$ cat src/rtl/jugador_control.sv
// Player movement control: button sync/debounce, frame tick, speed ramp FSM,
// clamped sprite position that only changes on the vertical-blanking tick.
module jugador_control #(
  parameter int DEBOUNCE_CYCLES = 250000,
  parameter int TICK_LINE       = 480,
  parameter int X_MIN           = 160,
  parameter int X_MAX           = 480,
  parameter int Y_MIN           = 0,
  parameter int Y_MAX           = 480,
  parameter int SPRITE_W        = 60,
  parameter int SPRITE_H        = 60,
  parameter int X_INIT          = 290,
  parameter int Y_INIT          = 400,
  parameter int MAX_STEP        = 4,
  parameter int ACCEL_FRAMES    = 4
) (
  input  logic       clock,
  input  logic       reset_n,
  input  logic       enable,
  input  logic       btn_left,
  input  logic       btn_right,
  input  logic       btn_up,
  input  logic       btn_down,
  input  logic [9:0] hcount,
  input  logic [9:0] vcount,
  output logic [9:0] posx,
  output logic [9:0] posy,
  output logic [2:0] speed,
  output logic       frame_tick
);

  localparam int DB_W = $clog2(DEBOUNCE_CYCLES + 1);
  localparam int AC_W = $clog2(ACCEL_FRAMES + 1);

  localparam logic [DB_W-1:0] DB_LAST = DB_W'(DEBOUNCE_CYCLES - 1);
  localparam logic [DB_W-1:0] DB_ONE  = DB_W'(1);
  localparam logic [AC_W-1:0] AC_LAST = AC_W'(ACCEL_FRAMES);
  localparam logic [AC_W-1:0] AC_ONE  = AC_W'(1);
  localparam logic [2:0]      SPD_MAX = 3'(MAX_STEP);
  localparam logic [9:0]      TICK_V  = 10'(TICK_LINE);

  localparam logic signed [11:0] X_LO = 12'(X_MIN);
  localparam logic signed [11:0] X_HI = 12'(X_MAX - SPRITE_W);
  localparam logic signed [11:0] Y_LO = 12'(Y_MIN);
  localparam logic signed [11:0] Y_HI = 12'(Y_MAX - SPRITE_H);

  localparam logic [1:0] ST_IDLE   = 2'd0;
  localparam logic [1:0] ST_RAMP   = 2'd1;
  localparam logic [1:0] ST_CRUISE = 2'd2;
  // With a one-pixel top speed the ramp has nothing to do.
  localparam logic [1:0] ST_FIRST  = (MAX_STEP <= 1) ? ST_CRUISE : ST_RAMP;

  // Button order everywhere: {down, up, right, left}
  logic [3:0] btn_raw;
  logic [3:0] sync1_q, sync2_q;
  logic [3:0] deb;

  assign btn_raw = {btn_down, btn_up, btn_right, btn_left};

  always_ff @(posedge clock or negedge reset_n) begin
    if (!reset_n) begin
      sync1_q <= '0;
      sync2_q <= '0;
    end else begin
      sync1_q <= btn_raw;
      sync2_q <= sync1_q;
    end
  end

  genvar gi;
  generate
    for (gi = 0; gi < 4; gi++) begin : g_db
      logic [DB_W-1:0] cnt_q;
      logic            lvl_q;

      always_ff @(posedge clock or negedge reset_n) begin
        if (!reset_n) begin
          cnt_q <= '0;
          lvl_q <= 1'b0;
        end else if (sync2_q[gi] == lvl_q) begin
          cnt_q <= '0;
        end else if (cnt_q == DB_LAST) begin
          cnt_q <= '0;
          lvl_q <= sync2_q[gi];
        end else begin
          cnt_q <= cnt_q + DB_ONE;
        end
      end

      assign deb[gi] = lvl_q;
    end
  endgenerate

  logic match;
  logic match_q;
  logic frame_tick_q;

  assign match = (hcount == 10'd0) && (vcount == TICK_V);

  always_ff @(posedge clock or negedge reset_n) begin
    if (!reset_n) begin
      match_q      <= 1'b0;
      frame_tick_q <= 1'b0;
    end else begin
      match_q      <= match;
      frame_tick_q <= match && !match_q;
    end
  end

  // Direction as one-hot-per-axis flags: {down, up, left, right}; opposing
  // buttons cancel so both flags of an axis are never set together.
  logic [3:0] dir_now;
  assign dir_now = {deb[3] & ~deb[2], deb[2] & ~deb[3],
                    deb[0] & ~deb[1], deb[1] & ~deb[0]};

  logic [1:0]      state_q, state_d;
  logic [2:0]      speed_q, speed_d;
  logic [AC_W-1:0] acc_q, acc_d;
  logic [3:0]      dir_q, dir_d;
  logic [9:0]      posx_q, posx_d;
  logic [9:0]      posy_q, posy_d;

  logic [2:0]         speed_inc;
  logic signed [11:0] step;
  logic signed [11:0] px, py, nx, ny;

  assign speed_inc = speed_q + 3'd1;

  always_comb begin
    state_d = state_q;
    speed_d = speed_q;
    acc_d   = acc_q;
    dir_d   = dir_q;
    posx_d  = posx_q;
    posy_d  = posy_q;
    step    = '0;
    px      = $signed({2'b00, posx_q});
    py      = $signed({2'b00, posy_q});
    nx      = px;
    ny      = py;

    if (frame_tick_q) begin
      if (!enable) begin
        state_d = ST_IDLE;
        speed_d = 3'd0;
        acc_d   = '0;
      end else begin
        dir_d = dir_now;
        case (state_q)
          ST_IDLE: begin
            if (dir_now != 4'd0) begin
              state_d = ST_FIRST;
              speed_d = 3'd1;
              acc_d   = AC_ONE;
            end
          end
          ST_RAMP: begin
            if (dir_now == 4'd0) begin
              state_d = ST_IDLE;
              speed_d = 3'd0;
              acc_d   = '0;
            end else if (dir_now != dir_q) begin
              speed_d = 3'd1;
              acc_d   = AC_ONE;
            end else if (acc_q == AC_LAST) begin
              speed_d = speed_inc;
              acc_d   = AC_ONE;
              if (speed_inc == SPD_MAX) state_d = ST_CRUISE;
            end else begin
              acc_d = acc_q + AC_ONE;
            end
          end
          ST_CRUISE: begin
            if (dir_now == 4'd0) begin
              state_d = ST_IDLE;
              speed_d = 3'd0;
              acc_d   = '0;
            end else if (dir_now != dir_q) begin
              state_d = ST_FIRST;
              speed_d = 3'd1;
              acc_d   = AC_ONE;
            end else begin
              speed_d = SPD_MAX;
            end
          end
          default: begin
            state_d = ST_IDLE;
            speed_d = 3'd0;
            acc_d   = '0;
          end
        endcase

        // The move uses the speed chosen on this very tick.
        step = $signed({9'b0, speed_d});
        if (dir_now[0])      nx = px + step;
        else if (dir_now[1]) nx = px - step;
        if (dir_now[3])      ny = py + step;
        else if (dir_now[2]) ny = py - step;

        if (nx < X_LO)      nx = X_LO;
        else if (nx > X_HI) nx = X_HI;
        if (ny < Y_LO)      ny = Y_LO;
        else if (ny > Y_HI) ny = Y_HI;

        posx_d = nx[9:0];
        posy_d = ny[9:0];
      end
    end
  end

  always_ff @(posedge clock or negedge reset_n) begin
    if (!reset_n) begin
      state_q <= ST_IDLE;
      speed_q <= 3'd0;
      acc_q   <= '0;
      dir_q   <= 4'd0;
      posx_q  <= 10'(X_INIT);
      posy_q  <= 10'(Y_INIT);
    end else begin
      state_q <= state_d;
      speed_q <= speed_d;
      acc_q   <= acc_d;
      dir_q   <= dir_d;
      posx_q  <= posx_d;
      posy_q  <= posy_d;
    end
  end

  assign posx       = posx_q;
  assign posy       = posy_q;
  assign speed      = speed_q;
  assign frame_tick = frame_tick_q;

endmodule

$ cat config.mk
export PLATFORM = sky130hd
export DESIGN_NAME = jugador_control
export DESIGN_NICKNAME = d
export VERILOG_FILES = /design/src/rtl/jugador_control.sv
export SDC_FILE = /design/constraint.sdc
export NUM_CORES = 1
export LEC_CHECK = 0
export ABC_AREA = 1
export CORE_UTILIZATION = 64
export CTS_CLUSTER_DIAMETER = 200
export DETAILED_ROUTE_END_ITERATION = 10
export GPL_ROUTABILITY_DRIVEN = 1
export PLACE_DENSITY = 0.93
export SYNTH_ARGS = -nofsm -noshare
export SYNTH_HDL_FRONTEND = slang
export SYNTH_SLANG_ARGS = --single-unit
export TNS_END_PERCENT = 100
$ cat constraint.sdc
create_clock -name clock -period 6.9 [get_ports clock]
set_input_delay 1.38 -clock clock [delete_from_list [all_inputs] [get_ports clock]]
set_output_delay 1.38 -clock clock [all_outputs]
set_load 0.01 [all_outputs]
==> impl_metrics.yaml <==
logic_synthesis:
  yosysTopAreaCell: "dfrtp_1"
  synthArstFlopShare_pct: 100.0
  yosys.area_share.simple_pct: 29.21
  ys.flop_type: "dfrtp_1"
  synth_top_area_share_pct: 40.48
  synthTopCellsByArea: "dfrtp_1, nand2_1, inv_1, nor2_1, ha_1"
  synth_compound_area_share_pct: 8.422
  ys_warn_count: 0
  synth_top_family_by_area: "simple AND/OR/NAND/NOR gates"
  synth_area_um2: 6923
  synth-xor-area-share_pct: 5.567
  synth.ff_latch_count: 118
  postSynthCellCount: 864
  syn_nets: 921
  synth-edff-count: 0
  synth_cell_types: 48
  synthMuxAreaShare_pct: 0.4880
  syn_avg_cell_area_um2: 8.013
  synth-adder-area-share_pct: 5.856
  yosysSeqAreaShare_pct: 42.76
global_routing:
  grt_max_degree: 78
  grt.total_usage_pct: 31.05
  grt_pass1_wl_mm: 27.52
  grt_pass1_vias: 6042
  antenna_found_initial: 0
  grt-ovfl-total: 0
cts:
  numCtsBuffers: 17
  clkSinkCount: 118
  tritoncts: "done"
  clk_pin_slew_worst_paths_ns: 0.06
  cts_root_buffer: "clkbuf_8"
  cts_resized: 0
  post_cts_buffers: 0
  cts_max_level: 4
  clock_latency_ns: 0.53
  clockBufferDepth: 2
  hold_buffers: 0
worst_setup_path:
  start_kind: "flop"
  critPathRequiredTime_ns: 7.34
  critPathMaxFanout: 12
  end_kind: "flop"
  worst-endpoint-arrival_ns: 4.72
  worstSetupStartpoint: "g_db[1].lvl_q$_DFFE_PN0P_"
  r2r-start: "g_db[1].lvl_q$_DFFE_PN0P_"
  crit_type: "reg -> reg"
hold_path:
  hold_start: "sync1_q[3]$_DFF_PN0_"
  hold_path_class: "reg -> reg"
sta:
  worst_slew_pin_slew_ns: 0.9481
  finalSetupTns_ns: 0
  hold_viol_final: 0
  finalSetupViolCount: 0
  relSlewSlack_pct: 36.79
  slew_viol_final: 0
  period_needed_ns: 4.283
  timing.final.crit_share_pct: 62.08
  clock_skew_ns: 0.01307
  rsz0062_at_grt: "no"
  max_freq_ghz: 0.2335
detailed_routing:
  drc_errors: 0
  dr_wl_met3_um: 881
  drt_iter0_drc: 541
  dr.max_layer_used: "met4"
  vias: 6140
  drt-pass1-iter-count: 5
  viasPerCell: 5.728
  wl_met2_mm: 8.167
  ant_nets: 0
  avgRoutedWirePerCell_um: 15.12
  wirelength_mm: 16.21
  wl_met1_mm: 6.790
floorplanning:
  start_util_pct: 66.46
  dieHeight_um: 106.0
  coreArea_um2: 10420
  rows: 37
  die_w_um: 106.0
  num_io_pins: 51
  dieArea_um2: 11240
placement:
  io_buffer_count: 50
  post-dp-hpwl_mm: 10.59
  gp_congestion: 0.9382
final_layout:
  fill_cells: 634
  layout-drive-gt1-share_pct: 8.761
  antenna-diode-count: 0
  fin_nets: 980
  syn_to_final_growth_pct: 17.42
flow_run:
  maxCapViolCount: 0
power_and_ir_drop:
  finalPower_uw: 1636
  leakage_uw: 0.003758
  p_per_area_nw_per_um2: 201.3
  ir_drop_mv: 0.1319
outcome:
  status: "complete, no violations"
==> cell usage in the layout, fill, tap and decap left out, types with 3 or more instances in the layout <==
cell,count
inv_6,4
o21ai_1,6
ha_1,26
inv_1,118
dfstp_2,6
nor2_2,6
a21oi_1,38
nor3b_1,12
nand3_2,3
nand3_1,56
a31oi_1,5
clkdlybuf4s50_1,49
clkbuf_16,16
mux2_2,3
clkinvlp_4,3
nor3_1,22
nor3_2,4
inv_2,4
xnor2_1,10
o21a_1,7
nor4_1,21
clkinv_2,3
nor2_1,116
o21ai_0,34
dfrtp_1,112
nor2_4,5
nand4_1,16
fa_1,4
nand2_1,151
xor2_1,34
nand2_2,6
o22ai_1,3
nand3b_1,3
clkbuf_8,4
==> flip-flops by register name, summed over array words and instances (netlist names) <==
signal / flops
acc_q: 3
dir_q: 4
frame_tick: 1
g_db.cnt_q: 72
g_db.lvl_q: 4
match_q: 1
posx: 10
posy: 10
speed: 3
state_q: 2
sync1_q: 4
sync2_q: 4
==> stage by stage <==
stage	hold slack [ns]	instances	instance area, µm²	worst slack [ns]	utilization [%]
final	0.3499	1072	8129	2.617	78.04
after global routing	0.3543	1072	8129	2.226	78.04
after CTS	0.3496	1072	8129	2.658	78.04
after detailed placement	0.3363	1040	7533	2.781	72.32
after global placement	0.3324	1040	7533	2.895	72.32
after floorplan	0.3312	864	6923	3.363	-
==> area by class of cell <==
cell class	count	area [µm²]	share of cell area, %
multi-input combinational	611	3430	42.19
sequential	118	2960	36.42
timing repair buffer	51	505.5	6.218
inverter	124	467.9	5.757
clock buffer	20	455.4	5.603
tap	136	170.2	2.093
clock inverter	12	140.1	1.724
==> metal layers <==
layer  up-vias  track usage, %
met3        49           6.438
met4         0           10.81
met5         -               0
met1      2912           38.35
met2       237           54.06
li1       2942               -
==> Yosys cell counts, types with 6 or more instances <==
| library cell | instances |
|---|---|
| xnor2_1 | 10 |
| dfstp_2 | 6 |
| nand3_1 | 56 |
| o21ai_1 | 6 |
| a21oi_1 | 38 |
| nand2_1 | 151 |
| nor2_2 | 6 |
| o21ai_0 | 34 |
| nor2_1 | 116 |
| nor3b_1 | 12 |
| dfrtp_1 | 112 |
| xor2_1 | 34 |
| nor3_1 | 22 |
| clkbuf_1 | 6 |
| inv_1 | 118 |
| o21a_1 | 7 |
| nand2_2 | 6 |
| ha_1 | 26 |
| nor4_1 | 21 |
| nand4_1 | 16 |
==> where the power goes <==
group,switching (µW),internal (µW),leakage [µW],total [µW]
clock network,334,547,0.000285,881
registers,5.66,700,0.00154,706
logic,29.2,19.7,0.00194,48.9
total,369,1270,0.00376,1640
==> critical path, stage by stage (launching register included) <==
cell and delay [ns]:
dfrtp_1 0.45, ha_1 0.51, xor2_1 0.19, nor2_1 0.05, and2_4 0.17, clkinv_2 0.08
nor4_1 0.05, a21oi_1 0.50, inv_1 0.27, fa_1 0.50, inv_1 0.09, nand2_1 0.08
nand2_1 0.07, nor2_1 0.05, nand2_2 0.09, nand2_1 0.07, or2_2 0.28, nand2_1 0.10
nand3_1 0.10, nand2_1 0.07, nand2_1 0.06, nand2_2 0.09, nand3_2 0.12, o21ai_1 0.16
==> cell families after synthesis <==
| group | after synthesis |
|---|---|
| AO/OA/AOI/OAI | 103 |
| flip-flops | 118 |
| adder cells (fa/ha/maj) | 30 |
| XOR/XNOR | 44 |
| AND/OR/NAND/NOR | 431 |
| buffers and inverters | 135 |
| multiplexers | 3 |
==> final timing paths <==
check | end | depth (start not counted) | slack, ns
hold / removal | sync2_q[3]$_DFF_PN0_ | 0 | 0.35
setup reg to reg | posy[0]$_DFFE_PN0P_ | 23 | 2.62
hold reg to reg | sync2_q[3]$_DFF_PN0_ | 0 | 0.35
setup / recovery | posy[0]$_DFFE_PN0P_ | 23 | 2.62
min in group asynchronous | g_db[0].cnt_q[5]$_DFF_PN0_ | 1 | 0.82
max in group asynchronous | posx[0]$_DFFE_PN0P_ | 2 | 4.72
No activity file was read; power rests on OpenSTA's default activity.
